### src/rtl/frame_timing_ctrl_if.sv
// Control/status bundle of the frame timing sequencer.
// master = the controller driving launch/stop/abort, slave = the sequencer.
interface frame_timing_ctrl_if #(
  parameter int unsigned AW = 21
);
  logic          start;
  logic          cont;
  logic          stop;
  logic          abort;
  logic          busy;
  logic          vvalid;
  logic          hvalid;
  logic [AW-1:0] addr;
  logic          sof;
  logic          eol;
  logic          eof;
  logic [15:0]   line_cnt;
  logic [15:0]   frame_cnt;

  modport master (
    output start, cont, stop, abort,
    input  busy, vvalid, hvalid, addr, sof, eol, eof, line_cnt, frame_cnt
  );

  modport slave (
    input  start, cont, stop, abort,
    output busy, vvalid, hvalid, addr, sof, eol, eof, line_cnt, frame_cnt
  );
endinterface

### src/rtl/frame_timing_ctrl.sv
// Programmable video-timing sequencer: frame/line qualifiers, linear pixel
// address and sof/eol/eof markers, with one-shot, continuous and abort control.
module frame_timing_ctrl #(
  parameter int unsigned H_ACT   = 1920,
  parameter int unsigned H_BLANK = 128,
  parameter int unsigned V_ACT   = 1080,
  parameter int unsigned V_FRONT = 64,
  parameter int unsigned V_BACK  = 64,
  parameter int unsigned AW      = 21
) (
  input  logic                clk,
  input  logic                rst,
  frame_timing_ctrl_if.slave  bus
);

  localparam int unsigned PM1  = (H_ACT > H_BLANK) ? H_ACT : H_BLANK;
  localparam int unsigned PM2  = (PM1 > V_FRONT) ? PM1 : V_FRONT;
  localparam int unsigned PMAX = (PM2 > V_BACK) ? PM2 : V_BACK;
  localparam int unsigned PW   = (PMAX > 1) ? $clog2(PMAX) : 1;

  typedef enum logic [2:0] {
    IDLE,
    VFRONT,
    HBLANK,
    HACT,
    VBACK
  } state_e;

  state_e          state_q, state_d;
  logic [PW-1:0]   ph_q, ph_d;
  logic [AW-1:0]   addr_q, addr_d;
  logic [15:0]     line_q, line_d;
  logic [15:0]     frame_q, frame_d;
  logic            stop_pend_q, stop_pend_d;
  logic            busy_q, busy_d;
  logic            vvalid_q, vvalid_d;
  logic            hvalid_q, hvalid_d;
  logic            sof_q, sof_d;
  logic            eol_q, eol_d;
  logic            eof_q, eof_d;

  always_comb begin
    state_d     = state_q;
    ph_d        = ph_q + PW'(1);
    addr_d      = addr_q;
    line_d      = line_q;
    frame_d     = frame_q;
    stop_pend_d = stop_pend_q;

    case (state_q)
      IDLE: begin
        ph_d = '0;
        if (bus.start) begin
          state_d = VFRONT;
          addr_d  = '0;
          line_d  = '0;
        end
      end
      VFRONT: begin
        if (ph_q == PW'(V_FRONT - 1)) begin
          state_d = HBLANK;
          ph_d    = '0;
        end
      end
      HBLANK: begin
        if (ph_q == PW'(H_BLANK - 1)) begin
          state_d = HACT;
          ph_d    = '0;
          // addr holds the previous line's last pixel; line 0 already starts at 0
          if (line_q != '0) addr_d = addr_q + AW'(1);
        end
      end
      HACT: begin
        if (ph_q == PW'(H_ACT - 1)) begin
          ph_d = '0;
          if (line_q == 16'(V_ACT - 1)) begin
            state_d = VBACK;
          end else begin
            state_d = HBLANK;
            line_d  = line_q + 16'd1;
          end
        end else begin
          addr_d = addr_q + AW'(1);
        end
      end
      VBACK: begin
        if (ph_q == PW'(V_BACK - 1)) begin
          ph_d    = '0;
          frame_d = frame_q + 16'd1;
          // a stop arriving on the very last cycle still ends the sequence
          if (bus.cont && !stop_pend_q && !bus.stop) begin
            state_d = VFRONT;
            addr_d  = '0;
            line_d  = '0;
          end else begin
            state_d = IDLE;
          end
        end
      end
      default: state_d = IDLE;
    endcase

    if (bus.abort) begin
      state_d = IDLE;
      addr_d  = addr_q;
      line_d  = line_q;
      frame_d = frame_q;
    end

    if (state_d == IDLE)
      stop_pend_d = 1'b0;
    else if (bus.stop && state_q != IDLE)
      stop_pend_d = 1'b1;

    // Outputs are registered from the next state so they line up with it.
    busy_d   = (state_d != IDLE);
    vvalid_d = (state_d == HBLANK) || (state_d == HACT);
    hvalid_d = (state_d == HACT);
    sof_d    = (state_d == HACT) && (state_q == HBLANK) && (line_q == '0);
    eol_d    = (state_d == HACT) && (ph_d == PW'(H_ACT - 1));
    eof_d    = (state_d == VBACK) && (ph_d == PW'(V_BACK - 1));
  end

  always_ff @(posedge clk or posedge rst) begin
    if (rst) begin
      state_q     <= IDLE;
      ph_q        <= '0;
      addr_q      <= '0;
      line_q      <= '0;
      frame_q     <= '0;
      stop_pend_q <= 1'b0;
      busy_q      <= 1'b0;
      vvalid_q    <= 1'b0;
      hvalid_q    <= 1'b0;
      sof_q       <= 1'b0;
      eol_q       <= 1'b0;
      eof_q       <= 1'b0;
    end else begin
      state_q     <= state_d;
      ph_q        <= ph_d;
      addr_q      <= addr_d;
      line_q      <= line_d;
      frame_q     <= frame_d;
      stop_pend_q <= stop_pend_d;
      busy_q      <= busy_d;
      vvalid_q    <= vvalid_d;
      hvalid_q    <= hvalid_d;
      sof_q       <= sof_d;
      eol_q       <= eol_d;
      eof_q       <= eof_d;
    end
  end

  assign bus.busy      = busy_q;
  assign bus.vvalid    = vvalid_q;
  assign bus.hvalid    = hvalid_q;
  assign bus.addr      = addr_q;
  assign bus.sof       = sof_q;
  assign bus.eol       = eol_q;
  assign bus.eof       = eof_q;
  assign bus.line_cnt  = line_q;
  assign bus.frame_cnt = frame_q;

endmodule

### src/flat_wrapper.sv
// flat-port wrapper written by rule: the top's interface ports become plain ports
module frame_timing_ctrl_flat 
#(
  parameter int unsigned H_ACT   = 1920,
  parameter int unsigned H_BLANK = 128,
  parameter int unsigned V_ACT   = 1080,
  parameter int unsigned V_FRONT = 64,
  parameter int unsigned V_BACK  = 64,
  parameter int unsigned AW      = 21
)
  (clk, rst, bus_start, bus_cont, bus_stop, bus_abort, bus_busy, bus_vvalid, bus_hvalid, bus_addr, bus_sof, bus_eol, bus_eof, bus_line_cnt, bus_frame_cnt);
  frame_timing_ctrl_if #(.AW(AW)) bus_i ();
  input  logic clk;
  input  logic rst;
  input wire logic [$bits(bus_i.start)-1:0] bus_start;
  input wire logic [$bits(bus_i.cont)-1:0] bus_cont;
  input wire logic [$bits(bus_i.stop)-1:0] bus_stop;
  input wire logic [$bits(bus_i.abort)-1:0] bus_abort;
  output wire logic [$bits(bus_i.busy)-1:0] bus_busy;
  output wire logic [$bits(bus_i.vvalid)-1:0] bus_vvalid;
  output wire logic [$bits(bus_i.hvalid)-1:0] bus_hvalid;
  output wire logic [$bits(bus_i.addr)-1:0] bus_addr;
  output wire logic [$bits(bus_i.sof)-1:0] bus_sof;
  output wire logic [$bits(bus_i.eol)-1:0] bus_eol;
  output wire logic [$bits(bus_i.eof)-1:0] bus_eof;
  output wire logic [$bits(bus_i.line_cnt)-1:0] bus_line_cnt;
  output wire logic [$bits(bus_i.frame_cnt)-1:0] bus_frame_cnt;
  assign bus_i.start = bus_start;
  assign bus_i.cont = bus_cont;
  assign bus_i.stop = bus_stop;
  assign bus_i.abort = bus_abort;
  assign bus_busy = bus_i.busy;
  assign bus_vvalid = bus_i.vvalid;
  assign bus_hvalid = bus_i.hvalid;
  assign bus_addr = bus_i.addr;
  assign bus_sof = bus_i.sof;
  assign bus_eol = bus_i.eol;
  assign bus_eof = bus_i.eof;
  assign bus_line_cnt = bus_i.line_cnt;
  assign bus_frame_cnt = bus_i.frame_cnt;
  frame_timing_ctrl #(.H_ACT(H_ACT), .H_BLANK(H_BLANK), .V_ACT(V_ACT), .V_FRONT(V_FRONT), .V_BACK(V_BACK), .AW(AW)) u_core (.clk(clk), .rst(rst), .bus(bus_i));
endmodule
### config.mk
export PLATFORM = sky130hd
export DESIGN_NAME = frame_timing_ctrl_flat
export DESIGN_NICKNAME = d
export VERILOG_FILES = /design/src/rtl/frame_timing_ctrl_if.sv /design/src/rtl/frame_timing_ctrl.sv /design/src/flat_wrapper.sv
export SDC_FILE = /design/constraint.sdc
export NUM_CORES = 1
export LEC_CHECK = 0
export CORE_MARGIN = 5
export CORE_UTILIZATION = 61
export CTS_BUF_LIST = sky130_fd_sc_hd__clkbuf_8
export CTS_CLUSTER_SIZE = 20
export DETAILED_ROUTE_END_ITERATION = 10
export PLACE_DENSITY_LB_ADDON = 0.1
export SYNTH_ARGS = -nofsm -noshare
export SYNTH_HDL_FRONTEND = slang
export SYNTH_SLANG_ARGS = --single-unit
### constraint.sdc
create_clock -name clk -period 4.2 [get_ports clk]
set_clock_uncertainty 0.15 [all_clocks]
set_input_delay 0.84 -clock clk [delete_from_list [all_inputs] [get_ports clk]]
set_output_delay 0.84 -clock clk [all_outputs]
set_load 0.05 [all_outputs]
==> Flow_metrics.wiki <==
{| class="wikitable"
! Metric !! Value
|-
| Worst-Margin Slew || 0.822 ns
|-
| Antenna violations before repair || 0
|-
| Family with the most delay on the worst path || simple AND/OR/NAND/NOR gates
|-
| DRC viols || 0
|-
| Synthesized area divided by synthesized cell count || 9.38 um2
|-
| Routed len/inst || 17.7 um
|-
| Cell Rows || 30
|-
| Post-cts resize count || 0
|-
| Area of the die || 0.00882 mm2
|-
| Min Tclk post-route || 3.07 ns
|-
| Clock latency on the worst-skew pair || 0.36 ns
|-
| Global-route wire length before repair || 18000 um
|-
| Cell type of the slowest stage on the worst timing path || sky130_fd_sc_hd__or4_1
|-
| Vias in the first global route || 3713
|-
| Clock tree from TritonCTS || built
|-
| Total congestion overflow || 0
|-
| Maximum ir drop on the vdd rail || 184 uV
|-
| Antenna cells || 0
|-
| Number of H-tree levels || 3
|-
| Startpoint types || input pin
|-
| Final count of negative-setup-slack endpoints || 0
|-
| Die W || 93.9 um
|-
| Run status || completed
|-
| Detailed placement HPWL || 7150 um
|-
| Port-buffer cells || 64
|-
| Worst reg2reg path startpoint || u_core.ph_q[0]$_DFF_PP0_
|-
| Max-cap check violation count || 0
|-
| Vias per cell || 6.30
|-
| Hold_ws || 0.320 ns
|-
| Final WL || 10900 um
|-
| Vertical die dimension || 93.9 um
|-
| Power, Total || 1.45 mW
|-
| Final period util || 73.1%
|-
| Distinct cell type count after synthesis || 59
|-
| Endpoint type of the worst setup path || flop
|-
| # placed instances || 599
|-
| Post-synthesis instance area || 0.00430 mm2
|-
| Sequential share of the synthesized area || 43.1%
|-
| Net count after synthesis || 469
|-
| Final core utilization || 76.3%
|-
| Gate count after technology mapping || 458
|-
| Initial DRC count || 289
|-
| Antenna violation net count after detailed routing || 0
|-
| Core footprint || 0.00683 mm2
|-
| Class of the tightest hold or removal check || reg2reg
|-
| Endpoints failing hold || 0
|-
| Crit path largest cell delay || 0.55 ns
|-
| Global-route total usage across every layer || 25.6%
|-
| Fraction of synthesized cell area taken by the top area cell type || 43.1%
|-
| Total number of nets in the final design || 525
|-
| Hold Startpoint || u_core.bus.frame_cnt[15]$_DFFE_PP0P_
|-
| Clock transition at the registers of the reported paths || 0.09 ns
|-
| Number of enable flip-flop cells after synthesis || 0
|-
| Flop and latch count out of synthesis || 74
|-
| Total I/O pin count || 65
|-
| R2r worst-path depth || 7
|-
| Maximum number of buffers from clock root to sink || 2
|-
| Worst hold path cell count || 1
|-
| Internal reg-to-reg setup slack || 1.32 ns
|-
| Clock Sinks || 74
|-
| End of the worst register-to-register path || u_core.bus.addr[19]$_DFFE_PP0P_
|-
| Signed area change from the synthesized netlist to the final layout || 21.3%
|-
| Final weighted congestion in routability-driven placement || 0.865
|-
| Non-filler instance count after layout || 615
|-
| CTS Hold Bufs || 0
|-
| Unrepaired setup endpoints after global routing || false
|-
| Static leakage power || 2.12 nW
|-
| Largest area contributor in the netlist || sky130_fd_sc_hd__dfrtp_1
|-
| Post-route cell area || 0.00521 mm2
|-
| Maximum number of pins on one net before global-route repair || 75
|-
| Dominant cells by area after synthesis || sky130_fd_sc_hd__dfrtp_1 43%, sky130_fd_sc_hd__mux2i_1 3.7%, sky130_fd_sc_hd__nor2_1 3.3%
|-
| Post-synth top flop || sky130_fd_sc_hd__dfrtp_1
|-
| Total of warnings raised by yosys || 0
|-
| Final total negative setup slack || 0 ns
|-
| Path type of the worst setup path || in2reg
|-
| Post-place instance area || 0.00499 mm2
|-
| Starting utilization of the core area || 62.9%
|-
| Maximum frequency from static timing analysis || 326 MHz
|-
| Share of post-route cells with drive strength above 1 || 7.32%
|-
| Vias || 3877
|-
| Final setup slack of the worst path || 1.13 ns
|-
| Post-place setup slack || 0.774 ns
|-
| CTS Buf Count || 9
|-
| Worst hold path endpoint || u_core.bus.frame_cnt[15]$_DFFE_PP0P_
|-
| Power per Cell Area || 277 mW/mm2
|-
| Cell-by-cell listing of the critical path || clkdlybuf4s50_1 > or3b_1 > a211oi_1 > nand2_2 > buf_4 > or4_1 > a21oi_1
|-
| Worst path bufs/invs || 2
|-
| Worst rel slew slack || 45.0%
|-
| Pins over their slew limit || 0
|-
| Post-synthesis async set-or-reset flop share || 100%
|-
| Crit path max fanout || 50
|-
| Post-CTS Setup Repair Bufs || 0
|-
| WP data required || 4.33 ns
|-
| Arr. time, crit path || 3.20 ns
|-
| Number of detailed-route iterations in the first pass || 5
|-
| Root Buffer || sky130_fd_sc_hd__clkbuf_8
|}
## worst reg2reg max path: cells and delay by family, from the launching register on
kind	cells	cell delay, ns
DFF	1	0.41
AOI/OAI and AO/OA	2	0.72
buffers and inverters	1	0.29
adders and majority gates	1	0.32
and+or+nand+nor	3	0.91
## cells by family after synthesis
family	Yosys count	share of synthesized area, %
flip-flops	74	43.1
buffers and inverters	37	3.87
AND/OR/NAND/NOR	228	30.2
adder cells (fa/ha/maj)	5	1.46
multiplexers	17	3.99
AO/OA/AOI/OAI	72	12.3
XOR/XNOR	25	5.10
## worst max path at each step
stage,startpoint,endpoint,slack (ns),cells after the start
6_report,bus_cont,u_core.bus.addr[19]$_DFFE_PP0P_,1.13,7
5_1_grt,bus_cont,u_core.bus.line_cnt[12]$_DFFE_PP0P_,1.01,7
4_1_cts,bus_cont,u_core.bus.addr[13]$_DFFE_PP0P_,1.16,7
3_5_place_dp,bus_cont,u_core.bus.addr[19]$_DFFE_PP0P_,0.77,7
3_3_place_gp,bus_cont,u_core.bus.line_cnt[9]$_DFFE_PP0P_,0.86,7
2_1_floorplan,rst,u_core.bus.addr[0]$_DFFE_PP0P_,1.33,1
## final cells by class
| type | instances | area (um2) |
|---|---|---|
| inverter | 13 | 48.8 |
| timing repair buffer | 69 | 691 |
| tap | 96 | 120 |
| clock inverter | 7 | 100 |
| sequential | 74 | 1850 |
| multi-input combinational | 347 | 2280 |
| clock buffer | 9 | 124 |
| fill | 493 | 1620 |
## routing by layer
layer  share of wire, %  routed length, um  GRT usage, %  vias up
met1                 43               4650          34.0     1866
met3                6.1                660          4.89       20
met2                 49               5360          41.5      168
met4                2.0                217          9.39        0
li1                   -                  -             -     1823
met5                  0                  0             0        -
## synth_stat cells, types with 2 or more instances
cell type                   number
sky130_fd_sc_hd__dfrtp_1        74
sky130_fd_sc_hd__nor2_1         38
sky130_fd_sc_hd__nand2_1        35
sky130_fd_sc_hd__nand3_1        21
sky130_fd_sc_hd__a21oi_1        19
sky130_fd_sc_hd__nand2b_1       19
sky130_fd_sc_hd__or4_1          19
sky130_fd_sc_hd__nor4_1         18
sky130_fd_sc_hd__nor3_1         17
sky130_fd_sc_hd__mux2i_1        16
sky130_fd_sc_hd__o31ai_1        16
sky130_fd_sc_hd__xor2_1         15
sky130_fd_sc_hd__nand4_1        14
sky130_fd_sc_hd__inv_1          13
sky130_fd_sc_hd__and3_1         11
sky130_fd_sc_hd__clkbuf_1       11
sky130_fd_sc_hd__buf_2          10
sky130_fd_sc_hd__xnor2_1        10
sky130_fd_sc_hd__and4_1          6
sky130_fd_sc_hd__o2111ai_1       6
sky130_fd_sc_hd__o21ai_0         6
sky130_fd_sc_hd__ha_1            5
sky130_fd_sc_hd__o211ai_1        4
sky130_fd_sc_hd__or2_2           4
sky130_fd_sc_hd__a21o_1          3
sky130_fd_sc_hd__a31oi_1         3
sky130_fd_sc_hd__and2_1          3
sky130_fd_sc_hd__o41ai_1         3
sky130_fd_sc_hd__or3_1           3
sky130_fd_sc_hd__a211oi_1        2
sky130_fd_sc_hd__and4b_1         2
sky130_fd_sc_hd__buf_6           2
sky130_fd_sc_hd__nand4b_1        2
sky130_fd_sc_hd__nor3b_1         2
sky130_fd_sc_hd__nor4b_1         2
## sequential cells by signal, summed over array words and instances, names as in the netlist
register              flops
u_core.bus.addr          21
u_core.bus.frame_cnt     16
u_core.bus.line_cnt      16
u_core.ph_q              11
u_core.state_q            3
u_core.bus.busy           1
u_core.bus.eof            1
u_core.bus.eol            1
u_core.bus.hvalid         1
u_core.bus.sof            1
u_core.bus.vvalid         1
u_core.stop_pend_q        1
## report_power, final
| group | switching (mW) | leakage [nW] | total, mW | internal (mW) |
|---|---|---|---|---|
| logic | 0.0639 | 0.982 | 0.0876 | 0.0237 |
| registers | 0.00587 | 1.02 | 0.721 | 0.716 |
| clock network | 0.297 | 0.114 | 0.637 | 0.340 |
## cells in the final DEF (no fill, tap or decap), types with 3 or more instances in the layout
master / netlist / final
sky130_fd_sc_hd__dfrtp_1: 74 / 74
sky130_fd_sc_hd__nor3_1: 17 / 17
sky130_fd_sc_hd__and4_1: 6 / 6
sky130_fd_sc_hd__nand2b_1: 19 / 19
sky130_fd_sc_hd__nor4_1: 18 / 18
sky130_fd_sc_hd__o21ai_0: 6 / 6
sky130_fd_sc_hd__o211ai_1: 4 / 4
sky130_fd_sc_hd__buf_4: 0 / 4
sky130_fd_sc_hd__clkdlybuf4s50_1: 0 / 64
sky130_fd_sc_hd__nand3_1: 21 / 21
sky130_fd_sc_hd__o31ai_1: 16 / 16
sky130_fd_sc_hd__and2_1: 3 / 3
sky130_fd_sc_hd__nand2_1: 35 / 35
sky130_fd_sc_hd__xor2_1: 15 / 15
sky130_fd_sc_hd__a21o_1: 3 / 3
sky130_fd_sc_hd__a21oi_1: 19 / 19
sky130_fd_sc_hd__xnor2_1: 10 / 10
sky130_fd_sc_hd__ha_1: 5 / 5
sky130_fd_sc_hd__inv_1: 13 / 12
sky130_fd_sc_hd__or4_1: 19 / 19
sky130_fd_sc_hd__and3_1: 11 / 11
sky130_fd_sc_hd__clkbuf_8: 0 / 9
sky130_fd_sc_hd__or2_2: 4 / 4
sky130_fd_sc_hd__mux2i_1: 16 / 16
sky130_fd_sc_hd__o41ai_1: 3 / 3
sky130_fd_sc_hd__a31oi_1: 3 / 3
sky130_fd_sc_hd__o2111ai_1: 6 / 6
sky130_fd_sc_hd__nor2_1: 38 / 38
sky130_fd_sc_hd__or3_1: 3 / 3
sky130_fd_sc_hd__nand4_1: 14 / 14
Note: power is estimated with default switching activity, not from simulation.
